### config.mk
export PLATFORM = sky130hd
export DESIGN_NAME = sync_fifo_param
export DESIGN_NICKNAME = d
export VERILOG_FILES = /design/src/rtl/fifo_pkg.sv /design/src/rtl/fifo_mem.sv /design/src/rtl/sync_fifo_param.sv
export SDC_FILE = /design/constraint.sdc
export NUM_CORES = 1
export LEC_CHECK = 0
export ABC_AREA = 1
export BUFFER_PORTS_ARGS = -buffer_cell sky130_fd_sc_hd__buf_2
export CORE_MARGIN = 2
export CORE_UTILIZATION = 55
export DETAILED_ROUTE_END_ITERATION = 12
export PLACE_DENSITY = 0.77
export SYNTH_ARGS = -nofsm -noshare
export SYNTH_HDL_FRONTEND = slang
export SYNTH_SLANG_ARGS = --single-unit
### constraint.sdc
create_clock -name clk -period 3.85 [get_ports clk]
set_input_delay 0.5775 -clock clk [delete_from_list [all_inputs] [get_ports clk]]
set_output_delay 0.5775 -clock clk [all_outputs]
set_load 0.02 [all_outputs]
### src/rtl/fifo_pkg.sv
// Shared constants and helpers for the single-clock FIFO family.
package fifo_pkg;

  // Read-mode selectors for the FWFT parameter
  localparam int MODE_STD  = 0;
  localparam int MODE_FWFT = 1;

  // Pointer/count width: one extra wrap bit over the memory address
  function automatic int cnt_w(input int addr_width);
    return addr_width + 1;
  endfunction

endpackage

### src/rtl/fifo_mem.sv
// Storage array: one synchronous write port, one asynchronous read port, no reset.
module fifo_mem
  import fifo_pkg::*;
#(
  parameter int ADDR_WIDTH = 5,
  parameter int DATA_WIDTH = 8
) (
  input  logic                  clk,
  input  logic                  we,
  input  logic [ADDR_WIDTH-1:0] waddr,
  input  logic [DATA_WIDTH-1:0] wdata,
  input  logic [ADDR_WIDTH-1:0] raddr,
  output logic [DATA_WIDTH-1:0] rdata
);

  logic [DATA_WIDTH-1:0] mem [2**ADDR_WIDTH];

  // Write port: store on the accepted-write edge
  always_ff @(posedge clk) begin
    if (we) mem[waddr] <= wdata;
  end

  assign rdata = mem[raddr];

endmodule

### src/rtl/sync_fifo_param.sv
// Single-clock parametrised FIFO: pointers, occupancy, status and sticky
// flags, and either a registered read or a first-word-fall-through output.
module sync_fifo_param
  import fifo_pkg::*;
#(
  parameter int ADDR_WIDTH = 5,
  parameter int DATA_WIDTH = 8,
  parameter int FWFT       = MODE_STD,
  parameter int AF_LEVEL   = 28,
  parameter int AE_LEVEL   = 2
) (
  input  logic                  clk,
  input  logic                  reset,
  input  logic [DATA_WIDTH-1:0] data_in,
  input  logic                  Wr_enable,
  input  logic                  Read_enable,
  input  logic                  flush,
  input  logic                  clear_flags,
  output logic [DATA_WIDTH-1:0] data_out,
  output logic                  rd_valid,
  output logic                  full,
  output logic                  empty,
  output logic                  almost_full,
  output logic                  almost_empty,
  output logic [ADDR_WIDTH:0]   count,
  output logic                  overflow,
  output logic                  underflow
);

  localparam int DEPTH = 2**ADDR_WIDTH;
  localparam int CW    = cnt_w(ADDR_WIDTH);

  logic [CW-1:0]         wr_ptr, rd_ptr;
  logic [DATA_WIDTH-1:0] rdata;
  logic                  wr_acc, rd_acc;
  logic                  ovf_set, udf_set;

  // Occupancy falls out of the wrap-bit pointers; flags follow the same cycle
  assign count        = wr_ptr - rd_ptr;
  assign full         = (count == CW'(DEPTH));
  assign empty        = (count == '0);
  assign almost_full  = (count >= CW'(AF_LEVEL));
  assign almost_empty = (count <= CW'(AE_LEVEL));

  // flush swallows any same-cycle request, so those are neither accepted
  // nor treated as violations
  assign wr_acc  = Wr_enable   && !full  && !flush;
  assign rd_acc  = Read_enable && !empty && !flush;
  assign ovf_set = Wr_enable   &&  full  && !flush;
  assign udf_set = Read_enable &&  empty && !flush;

  // Pointer update: flush returns both to zero, otherwise advance on accept
  always_ff @(posedge clk or posedge reset) begin
    if (reset) begin
      wr_ptr <= '0;
      rd_ptr <= '0;
    end else if (flush) begin
      wr_ptr <= '0;
      rd_ptr <= '0;
    end else begin
      if (wr_acc) wr_ptr <= wr_ptr + CW'(1);
      if (rd_acc) rd_ptr <= rd_ptr + CW'(1);
    end
  end

  // Sticky violation flags; a new violation beats a same-cycle clear
  always_ff @(posedge clk or posedge reset) begin
    if (reset) begin
      overflow  <= 1'b0;
      underflow <= 1'b0;
    end else begin
      overflow  <= ovf_set | (overflow  & ~clear_flags);
      underflow <= udf_set | (underflow & ~clear_flags);
    end
  end

  fifo_mem #(
    .ADDR_WIDTH(ADDR_WIDTH),
    .DATA_WIDTH(DATA_WIDTH)
  ) u_mem (
    .clk  (clk),
    .we   (wr_acc),
    .waddr(wr_ptr[ADDR_WIDTH-1:0]),
    .wdata(data_in),
    .raddr(rd_ptr[ADDR_WIDTH-1:0]),
    .rdata(rdata)
  );

  if (FWFT == MODE_FWFT) begin : g_fwft
    // Head word is presented directly; zero while nothing is stored
    assign data_out = empty ? '0 : rdata;
    assign rd_valid = !empty;
  end else begin : g_std
    localparam int STAGES = 1;
    logic [STAGES:0]       vld_pipe;
    logic [STAGES-1:0]     vld_q;
    logic [DATA_WIDTH-1:0] dout_q;

    assign vld_pipe = {vld_q, rd_acc};

    // Read-valid tracks each accepted read one cycle later
    always_ff @(posedge clk or posedge reset) begin
      if (reset) vld_q <= '0;
      else       vld_q <= vld_pipe[STAGES-1:0];
    end

    // Output register loads the head word on an accepted read, else holds
    always_ff @(posedge clk or posedge reset) begin
      if (reset)       dout_q <= '0;
      else if (rd_acc) dout_q <= rdata;
    end

    assign data_out = dout_q;
    assign rd_valid = vld_pipe[STAGES];
  end

endmodule

After elaboration in Yosys (flattened, before gate mapping)
Memory sizes are Yosys's and may differ from the RTL's. A register that Yosys moved wholly into a read port is not among the register bits.
Cells that the tools add are included.
{"block": "op_classes", "addsub": 3, "order_cmp": 2, "n_eq_ne": 1, "mux": 6, "n_bitwise": 5, "n_reduce_logical": 14}
{"operator": "$mux 6", "n": 4}
{"operator": "$add 6x1->6 const B", "n": 2}
{"operator": "$logic_and 1x1->1", "n": 8}
{"operator": "$eq 6x6->1 const B", "n": 1}
{"operator": "$ge 6x5->1 const B", "n": 1}
{"operator": "$le 6x2->1 const B", "n": 1}
{"operator": "$logic_not 6->1", "n": 1}
{"operator": "$sub 6x6->6", "n": 1}
{"operator": "$reduce_bool 2->1", "n": 2}
{"operator": "$logic_not 1->1", "n": 3}
{"operator": "$and 1x1->1", "n": 2}
{"operator": "$mux 1", "n": 2}
{"operator": "$or 1x1->1", "n": 2}
{"operator": "$not 1->1", "n": 1}
{"block": "totals", "register_bits": 15, "ram_bits": 256, "input_bits": 14, "output_inout_bits": 21, "elab_cells": 37, "n_memories": 1}
{"name": "u_mem.mem", "words": 32, "width": 8, "read_ports": 1, "rd_clocked_by_memory_dff": 1, "wr": 1, "line": "fifo_mem.sv:16", "source": "logic [DATA_WIDTH-1:0] mem [2**ADDR_WIDTH];"}

Logic depth before layout (Yosys ltp)
Gate-level depths: netlist of run 1.
{"block": "depth", "ltp_word": 7, "mapped_depth": 15, "mapped_depth_nobuf": 12}

Modules after synthesis
A second synthesis of run 1 with hierarchy kept.
{"block": "hier_totals", "cells_unflattened": 1098, "hier_area_um2": 12059.1}
{"mod": "fifo_mem", "instances": 1, "cells_each": 914, "area_per_inst_um2": 10626.4, "seq_area_each_um2": 7687.4}
{"mod": "sync_fifo_param", "instances": 1, "cells_each": 184, "area_per_inst_um2": 1432.6, "seq_area_each_um2": 575.6}

Least setup slack after synthesis of run 1
No wires, ideal clock.
{"block": "synth_timing", "path_kind": "reg-to-reg", "start": "reg rd_ptr[2]", "end": "mem u_mem.mem[12][0] (enable)", "setup_time_ns": 0.383, "t_arrival_ns": 2.811, "t_required_ns": 3.467, "setup_slack_ns": 0.655, "stages_incl_launch_ff": 15, "path_buffers": 3, "synth_period_minus_slack_ns": 3.195, "cell_sequence": "dfrtp_1 -> buf_2 -> inv_1 -> buf_1 -> ha_1 -> nand2_1 -> nand2_1 -> nand2_1 -> nand3_1 -> nand2_2 -> nand2_1 -> nand3_2 -> nand2_2 -> buf_6 -> nor3_1"}
{"block": "synth_via", "elab_chain_len": 7}
{"item": "start: declaration", "line": "sync_fifo_param.sv:33", "source": "logic [CW-1:0] wr_ptr, rd_ptr;"}
{"item": "start signal: assignment", "line": "sync_fifo_param.sv:62", "source": "if (rd_acc) rd_ptr <= rd_ptr + CW'(1);"}
{"item": "$sub 6x6->6", "line": "sync_fifo_param.sv:39", "source": "assign count = wr_ptr - rd_ptr;"}
{"item": "named net count[5]", "line": "sync_fifo_param.sv:25", "source": "output logic [ADDR_WIDTH:0] count,"}
{"item": "$eq 6x6->1", "line": "sync_fifo_param.sv:40", "source": "assign full = (count == CW'(DEPTH));"}
{"item": "$logic_not 1->1", "line": "sync_fifo_param.sv:47", "source": "assign wr_acc = Wr_enable && !full && !flush;"}
{"item": "$logic_and 1x1->1 (2 in series)", "line": "sync_fifo_param.sv:47"}
{"item": "$mux 1", "line": "fifo_mem.sv:20", "source": "if (we) mem[waddr] <= wdata;"}
{"item": "$mux 1 (implied by the code)", "line": "fifo_mem.sv:20"}
{"item": "end: declaration", "line": "fifo_mem.sv:16"}
The timed path passes the listed nets, and every way through them passes these cells.

Final worst setup path of run 1
{"block": "layout_timing", "start": "reg wr_ptr[0]", "end": "out full"}
{"block": "layout_via", "elab_chain_len": 2}
{"item": "start: declaration", "line": "sync_fifo_param.sv:33"}
{"item": "start signal: assignment", "line": "sync_fifo_param.sv:61", "source": "if (wr_acc) wr_ptr <= wr_ptr + CW'(1);"}
{"item": "$sub 6x6->6", "line": "sync_fifo_param.sv:39"}
{"item": "$eq 6x6->1", "line": "sync_fifo_param.sv:40"}
{"item": "end: declaration", "line": "sync_fifo_param.sv:21", "source": "output logic full,"}
No other way between the ends.

==> results.md, run 1 <==
* Crit path to: full
* Vias per cell at 5.758
* Fmax at 285.6 MHz
* Worst path arrival time at roughly 3000 ps
* Biggest area consumer among synthesized cells: edfxtp_1
* DP Worst Slack at 634.0 ps
* M2 GR Usage at 0.4163
* Final WL at roughly 30000 um
* Post-CTS sizing at 0
* Layout area overhead at 11.46%
* Clock transition at path regs at 60 ps
* Vias after detailed routing at between 8k and 9k
* Fin nets at around 1.3k
* CP startpoint: wr_ptr[0]
* DP HPWL at ~18000 um
* Kind of critical path: reg -> out
* Post-CTS Hold Buffers at 0
* Internal power at 5.748 mW
* Final Max Slew Viols at 0
* GP Congestion at 0.9788
* Drt wl/cell at 19.34 um
* R2R Setup Slk at 560 ps
* Reg-to-Reg End: u_mem.mem[7][7]
* CP Launch Type: flop
* Drt first pass iters at 6
* Worst slew pin tran at 963.8 ps
* Post-route minimum period at 3502 ps
* Die extent in y at 153.8 um
* Combinational Power Share at 0.306
* DP Area at 12840 um^2
* Share of cells above drive strength 1 at 0.1005
* Clk sink count at roughly 280
* Yosys warnings at 0
* R2R depth at 12
* Post-synthesis sequential area ratio at 0.6691
* Busiest grt layer: met2
* Worst hold-check path type: in -> reg
* Library cells used by synthesis at 32
* RSZ-0062 raised after global routing: no
* Row cnt at 54
* Hold Slack at ~240 ps
* Core box area at 21960 um^2
* Initial antenna violation count at 0
* Total die area at 23670 um^2
* Fillers at 1675
* Switching pwr at ~3 mW
* Num CTS Buffers at 27
* GR Overflow Total at 0
* Cell count after synthesis at around 1.2k
* Finished Layout Cells at 1554
* Register bit total from synthesis at 279
* Synth area leaders: edfxtp_1 62%, nand2_1 15%, nand3_1 6.2%
* GR Util met3 at 0.05045
* I/O pins at 35
* Slew HR at 0.3567
* Switch share at 0.3496
* Setup Fix Bufs, Post-CTS at 0
* Final Worst Setup Slack at 348.1 ps
* Vias in the first global route at 8734
* Post-Syn Area at 12350 um^2
* Util after Layout at 0.6268
* Reg-to-Reg Start: wr_ptr[0]
* Final setup fails at 0
* Min-delay src: clear_flags
* Clock power frac at 0.303
* Yosys top cell area share at 0.6225
* Maximum vdd drop at ~390 uV
* Sequential Power Share at 0.391
* First-pass GRT wire length at 46970 um
* Clk_lat worst skew at 540 ps
* CTS tree: built
* Max_cap viols at 0
* ANT nets after route at 0
* Starting DRT DRC Count at approximately 920
* Starting density of the core at 0.5624
* Pwr dens at 642.1 nW/um^2
* Crit end category: output port
* Max Clock Skew at 11.69 ps
* Mapped Avg Cell Area at 10.16 um^2
* Largest net degree at the start of global routing at 84
* DR DRC count at 0
* CTS Buffer Depth at 3
* ANT cells at 0
* Met1 Use GR at 0.3529
* Design area at 13760 um^2
* Setup tns final at 0 ps
* Placed insts at ~1.5k
* Run status: completed
* Die width at approximately 150 um
* Crit-path max FO at 11
* Static Leakage at 5.730 nW
* Crit share post-route at 0.9096
* Worst path required time at 3270 ps
* Gr usage total at 0.2575
* Tot Pwr at 8.838 mW
* Synthesized Nets at between 1k and 1.5k
* Final Hold Viols at 0
* PortBufs at 34
* Root Driver: clkbuf_16
* H-Tree Depth at 1
worst min-delay path by stage:
stage	slack (ps)	cells after the start	to
final	240	2	overflow
after global placement	470	2	data_out[2]
after CTS	230	2	overflow
after global routing	250	2	overflow
after floorplan	510	2	wr_ptr[5]
after detailed placement	470	2	data_out[1]
placed cells by master (no fill, tap or decap), drive strengths merged, types with 6 or more instances in the layout:
cell,instances
nor3,25
inv,83
nand2,491
clkbuf,35
edfxtp,256
clkinv,14
dfrtp,23
o21ai,25
nor2,64
ha,10
xor2,6
buf,69
nand3,155
cells by family (layout without fill, tap and decap cells):
| group | count (synthesis) | count (layout) | share of synthesized area |
|---|---|---|---|
| adder cells (fa/ha/maj) | 11 | 11 | 0.01175 |
| buffers and inverters | 147 | 205 | 0.05106 |
| flip-flops | 279 | 279 | 0.6691 |
| XOR/XNOR | 6 | 6 | 0.004863 |
| AO/OA/AOI/OAI | 31 | 31 | 0.01317 |
| AND/OR/NAND/NOR | 742 | 742 | 0.2501 |
flip-flops by register name (all words and copies together) (netlist names):
register and flops:
u_mem.mem 256, data_out 8, rd_ptr 6, wr_ptr 6, overflow 1, rd_valid 1
underflow 1
worst max-delay path: stages, from the launching register on:
cell and delay (ps):
dfrtp_1 390, inv_1 120, ha_1 230, fa_1 420, nand3b_1 230, nand3_1 120
nand2_1 90, nor2_2 150, nand3_2 310, inv_1 140, buf_2 170
routing by layer:
layer,share of wire,vias to the layer above
li1,-,4108
met1,0.39,4190
met2,0.47,562
met3,0.11,88
met4,0.032,0
met5,0,-
layout make-up:
cell class	instances	area [um^2]	area share
Clock buffer	35	757.0	0.05499
Tap cell	280	350.3	0.02545
Inverter	86	324.1	0.02354
Multi-Input combinational cell	790	3456	0.2511
Timing Repair Buffer	69	445.4	0.03236
Clock inverter	15	163.9	0.01191
Sequential cell	279	8268	0.6007
cell usage after synthesis (all sizes together):
cell	n
o31ai	1
fa	1
clkbuf	12
dfrtp	23
o21ai	25
nand2	491
xor2	6
nand4	5
nand3	155
edfxtp	256
a211oi	1
inv	83
nand3b	1
nor3	25
a21oi	2
ha	10
or2	1
buf	49
nor2	64
clkinv	3
o22ai	2
power by group through the flow:
stage | logic (mW) | registers, mW | clock network, mW
2_1_floorplan | 1.87 | 3.56 | 0
3_3_place_gp | 2.62 | 3.52 | 0
3_5_place_dp | 2.65 | 3.52 | 0
4_1_cts | 2.66 | 3.46 | 2.70
5_1_grt | 2.98 | 3.47 | 2.82
6_report | 2.70 | 3.46 | 2.68
Note: power is estimated with default switching activity, not from simulation.
==> run 2, diff against run 1 <==
PLACE_DENSITY = 0.73   (was 0.77)
RECOVER_POWER = 100   (was default)
==> results.md, run 2 (synthesis results as in run 1) <==
* Fin nets at 1281
* CTS tree: built
* GR Overflow Total at 0
* Max reg flops at 256
* CP startpoint: rd_ptr[4]
* Largest Register: u_mem.mem
* Clk sink count at 279
* Slew HR at -0.4277
* Initial antenna violation count at 0
* Worst hold-check path type: in -> async
* Worst slew pin tran at 2141 ps
* Post-CTS Hold Buffers at 0
* GP Congestion at 0.8965
* Final Max Slew Viols at 264
* Most frequent cells in the layout: 488 x nand2_1, 256 x edfxtp_1, 154 x nand3_1
* DP HPWL at 18290 um
* Failing checks: max-capacitance violations, max-slew violations
* Final WL at 30360 um
* I/O pins at 35
* Vias per cell at 5.657
* CP max-delay cell: dfrtp_1
* Gr usage total at 0.2595
* Clock transition at path regs at 60 ps
* PortBufs at 34
* Die extent in y at 153.8 um
* CTS Buffer Depth at 3
* Run status: finished, violations left
* Fmax at 277.2 MHz
* ANT nets after route at 0
* Drt first pass iters at 6
* Crit path to: full
* CP dominant cell by count: inv_1
* Crit end category: output port
* Critical Path Stages at 10
* DP Worst Slack at 568.9 ps
* Largest net degree at the start of global routing at between 70 and 80
* Multi-input gate area at around 3400 um^2
* Pwr dens at 642.3 nW/um^2
* Final Worst Setup Slack at ~240 ps
* Final Hold Viols at 0
* Crit-path max FO at 11
* Die width at 153.8 um
* Vias in the first global route at 8494
* Total die area at 23670 um^2
* R2R depth at 9
* Root Driver: clkbuf_16
* Row cnt at 54
* Drt wl/cell at 19.49 um
* Buf/Inv on CP at 4
* Crit share post-route at 0.9370
* DR DRC count at 0
* Clk_lat worst skew at 560 ps
* Share of cells above drive strength 1 at 0.06573
* Static Leakage at 5.576 nW
* Post-route minimum period at approximately 3600 ps
* Kind of critical path: reg -> out
* Worst path max stage delay at 480 ps
* FF+latch area at 8268 um^2
* Starting density of the core at 0.5624
* ANT cells at 0
* CP Launch Type: flop
* Commonest non-fill, non-tap cell in the layout: nand2_1
* Starting DRT DRC Count at roughly 1.0k
* Worst path arrival time at 3030 ps
* Reg-to-Reg End: u_mem.mem[17][5]
* Fillers at 1796
* Max Clock Skew at 27.28 ps
* Reg-to-Reg Start: rd_ptr[4]
* Worst path required time at 3270 ps
* Crit-path cells: inv_1 > ha_1 > a21oi_1 > nand3_1 > nand2_2 > nand2_1 > nand3_2 > clkbuf_1 > inv_1 > clkbuf_2
* Final setup fails at 0
* Setup Fix Bufs, Post-CTS at 0
* First-pass GRT wire length at 46860 um
* H-Tree Depth at 1
* Vias after detailed routing at 8814
* Setup tns final at 0 ps
* R2R Setup Slk at 250 ps
* Layout area overhead at 10.47%
* Crit path max-delay family: buffers and inverters
* Core box area at 21960 um^2
* Max_cap viols at 8
* Maximum vdd drop at 402.1 uV
* Post-CTS sizing at 0
* RSZ-0062 raised after global routing: no
* Num CTS Buffers at 28
-- run 2: cell count changes in the layout (fill, tap and decap cells not counted), moves of 2 or more --
cell and delta:
buf_4 -21, clkbuf_2 +13, clkbuf_1 +38, clkinv_1 +4
nand3_1 +2, buf_2 -28, nor2_1 +2, clkinv_2 -4
-- run 2: worst register-to-register path, delay by kind of cell (launching register included) --
kind	cells	cell delay, ps
flops	1	480
fa+ha+maj	1	420
simple gates	6	1800
compound gates	1	260
buf+inv	1	250
-- run 2: final cells by class --
type | instances | share of cell area
inverters | 86 | 0.02366
multi-input cells | 790 | 0.2511
clock buffers | 34 | 0.05448
well taps | 280 | 0.02568
clock inverters | 18 | 0.01293
repair buffers | 71 | 0.02605
flip-flops and latches | 279 | 0.6061
-- run 2: how the worst min path moves through the flow --
stage	end	slack, ps	cells after the start
floorplan	wr_ptr[5]	510	2
global placement	data_out[5]	470	2
detailed placement	data_out[4]	470	2
CTS	overflow	230	2
global route	overflow	230	2
finish	rd_ptr[4]	220	2
-- run 2: through the flow --
| step | total power, mW | hold slack [ps] | util | cells | area, um^2 |
|---|---|---|---|---|---|
| floorplan | 5.436 | 510.4 | - | 1216 | 12350 |
| global placement | 6.134 | 469.0 | 0.5856 | 1506 | 12860 |
| detailed placement | 6.159 | 465.9 | 0.5856 | 1506 | 12860 |
| CTS | 8.833 | 229.1 | 0.6275 | 1558 | 13780 |
| global route | 9.239 | 234.3 | 0.6213 | 1558 | 13640 |
| finish | 8.762 | 219.9 | 0.6213 | 1558 | 13640 |
-- run 2: metal layers --
metal,GRT usage,part of all wire,vias to the layer above
li1,-,-,4113
met3,0.05411,0.094,79
met1,0.3565,0.40,4191
met4,0.07566,0.028,0
met5,0,0,-
met2,0.4241,0.48,431
-- run 2: report_power, final --
part,leakage [nW],internal (mW),switching [mW]
combinational,2.53,0.713,1.88
clock,0.444,1.57,1.13
sequential,2.61,3.41,0.0536
==> run 3, diff against run 2 <==
CELL_PAD_IN_SITES_DETAIL_PLACEMENT = 1   (was default)
CELL_PAD_IN_SITES_GLOBAL_PLACEMENT = 1   (was default)
CORE_UTILIZATION = 50   (was 55)
PLACE_DENSITY = 0.81   (was 0.73)
==> results.md, run 3 (synthesis results as in run 1) <==
* Combinational Power Share at 0.313
* Clock power frac at 0.297
* Pwr dens at 650.1 nW/um^2
* ANT cells at 0
* Buf/Inv on CP at 3
* Crit path max-delay family: adder cells
* Worst slew pin tran at 2127 ps
* Worst hold-check path type: in -> async
* First-pass GRT wire length at 54480 um
* Crit-path cells: inv_1 > ha_1 > fa_1 > xor2_1 > nand3_1 > nor2_2 > nand3_2 > inv_1 > clkbuf_1
* Setup Fix Bufs, Post-CTS at 0
* Total die area at 25970 um^2
* DP Worst Slack at 597.3 ps
* Die width at 161.2 um
* Clk sink count at roughly 280
* Final setup fails at 0
* Drt first pass iters at 5
* Vias per cell at 5.569
* Drt wl/cell at 22.00 um
* Layout area overhead at 10.36%
* Switch share at 0.3650
* Worst path max stage delay at 410 ps
* Root Driver: clkbuf_16
* Setup tns final at 0 ps
* Kind of critical path: reg -> out
* DR DRC count at 0
* R2R depth at 11
* Largest net degree at the start of global routing at 97
* Crit end category: output port
* Clk_lat worst skew at between 500 and 600 ps
* Crit-path max FO at 6
* Critical Path Stages at 9
* Sequential Power Share at 0.391
* Post-CTS sizing at 0
* Tot Pwr at 8.860 mW
* Max reg flops at 256
* CTS tree: built
* Starting density of the core at 0.5078
* I/O pins at 35
* CP max-delay cell: dfrtp_1
* Final Worst Setup Slack at 286.2 ps
* Final WL at approximately 35000 um
* Starting DRT DRC Count at 913
* RSZ-0062 raised after global routing: no
* Post-route minimum period at ~3600 ps
* Slew HR at -0.4177
* Crit share post-route at 0.9257
* CTS Buffer Depth at 3
* Initial antenna violation count at 0
* Fmax at 280.6 MHz
* Final Max Slew Viols at 264
* GP Congestion at roughly 0.9
* Max Clock Skew at around 21 ps
* Switching pwr at 3.234 mW
* Final Hold Viols at 0
* Die extent in y at 161.2 um
* H-Tree Depth at 1
* Most frequent cells in the layout: 488 x nand2_1, 256 x edfxtp_1, 153 x nand3_1
* Post-CTS Hold Buffers at 0
* CP Launch Type: flop
* Worst path required time at between 3000 and 4000 ps
* Largest Register: u_mem.mem
* Worst path arrival time at ~3000 ps
* ANT nets after route at 0
* Internal power at 5.626 mW
* Share of cells above drive strength 1 at 0.06535
* Failing checks: max-capacitance violations, max-slew violations
* Hold Slack at 218.9 ps
* CP dominant cell by count: inv_1
* Vias in the first global route at around 9.3k
* Run status: finished, violations left
* Row cnt at 57
* Vias after detailed routing at 8877
* Commonest non-fill, non-tap cell in the layout: nand2_1
* Static Leakage at approximately 5.6 nW
* PortBufs at 34
* Core box area at 24320 um^2
* Gr usage total at 0.2751
* GR Overflow Total at 0
* Num CTS Buffers at 28
* Fin nets at 1279
* Clock transition at path regs at ~70 ps
* Maximum vdd drop at 425.0 uV
* Max_cap viols at 8
* DP HPWL at 21830 um
[run 3: cell count changes in the layout (fill, tap and decap cells not counted), sizes merged]
cell	before	now
clkinv	16	8
clkinvlp	2	0
clkbuf	85	91
buf	20	18
bufinv	3	1
[run 3: final timing paths]
kind                                  start               to  slack, ps
worst max-delay path              wr_ptr[0]             full        290
worst min-delay path                  reset         rd_valid        220
worst max register to register    rd_ptr[4]  u_mem.mem[6][7]        330
worst min register to register  data_out[6]      data_out[6]        490
max in group asynchronous             reset        rd_ptr[0]       2950
min in group clk                clear_flags         overflow        240
[run 3: worst reg2reg max path, stage by stage (launching register included)]
cell and delay [ps]:
dfrtp_1 520, inv_1 260, ha_1 420, a21oi_1 240, nand3_1 150, nand2_2 90, nand2_1 90, nand3_2 220
nand2_1 370, buf_4 370, nor3_1 180, clkbuf_2 280
[run 3: final cells by class]
type	count	area (um^2)
fillers	2649	10690
flip-flops and latches	279	8268
multi-input cells	790	3431
clock buffers	40	815.8
well taps	324	405.4
repair buffers	69	330.3
inverters	86	324.1
clock inverters	6	55.05
[run 3: metal layers]
metal  routed length, um  share of wire  up-vias  global-route usage
li1                    -              -     4112                   -
met1               15050           0.43     4400              0.3847
met2               16530           0.47      311              0.4526
met3                2696          0.077       54             0.04443
met4                 796          0.023        0             0.07468
met5                   0              0        -                   0
[run 3: power by group through the flow]
stage / sequential (mW) / clock, mW / combinational, mW
after global routing: 3.47 / 2.77 / 3.08
final: 3.46 / 2.63 / 2.77
after CTS: 3.46 / 2.66 / 2.84
after detailed placement: 3.52 / 0 / 2.82
after global placement: 3.51 / 0 / 2.76
after floorplan: 3.56 / 0 / 1.87
[run 3: metrics by stage]
step,instance area (um^2),util,std cells
finish,13630,0.5604,1594
global route,13630,0.5604,1594
CTS,13760,0.5657,1594
detailed placement,12890,0.5299,1548
global placement,12890,0.5299,1548
floorplan,12350,-,1216
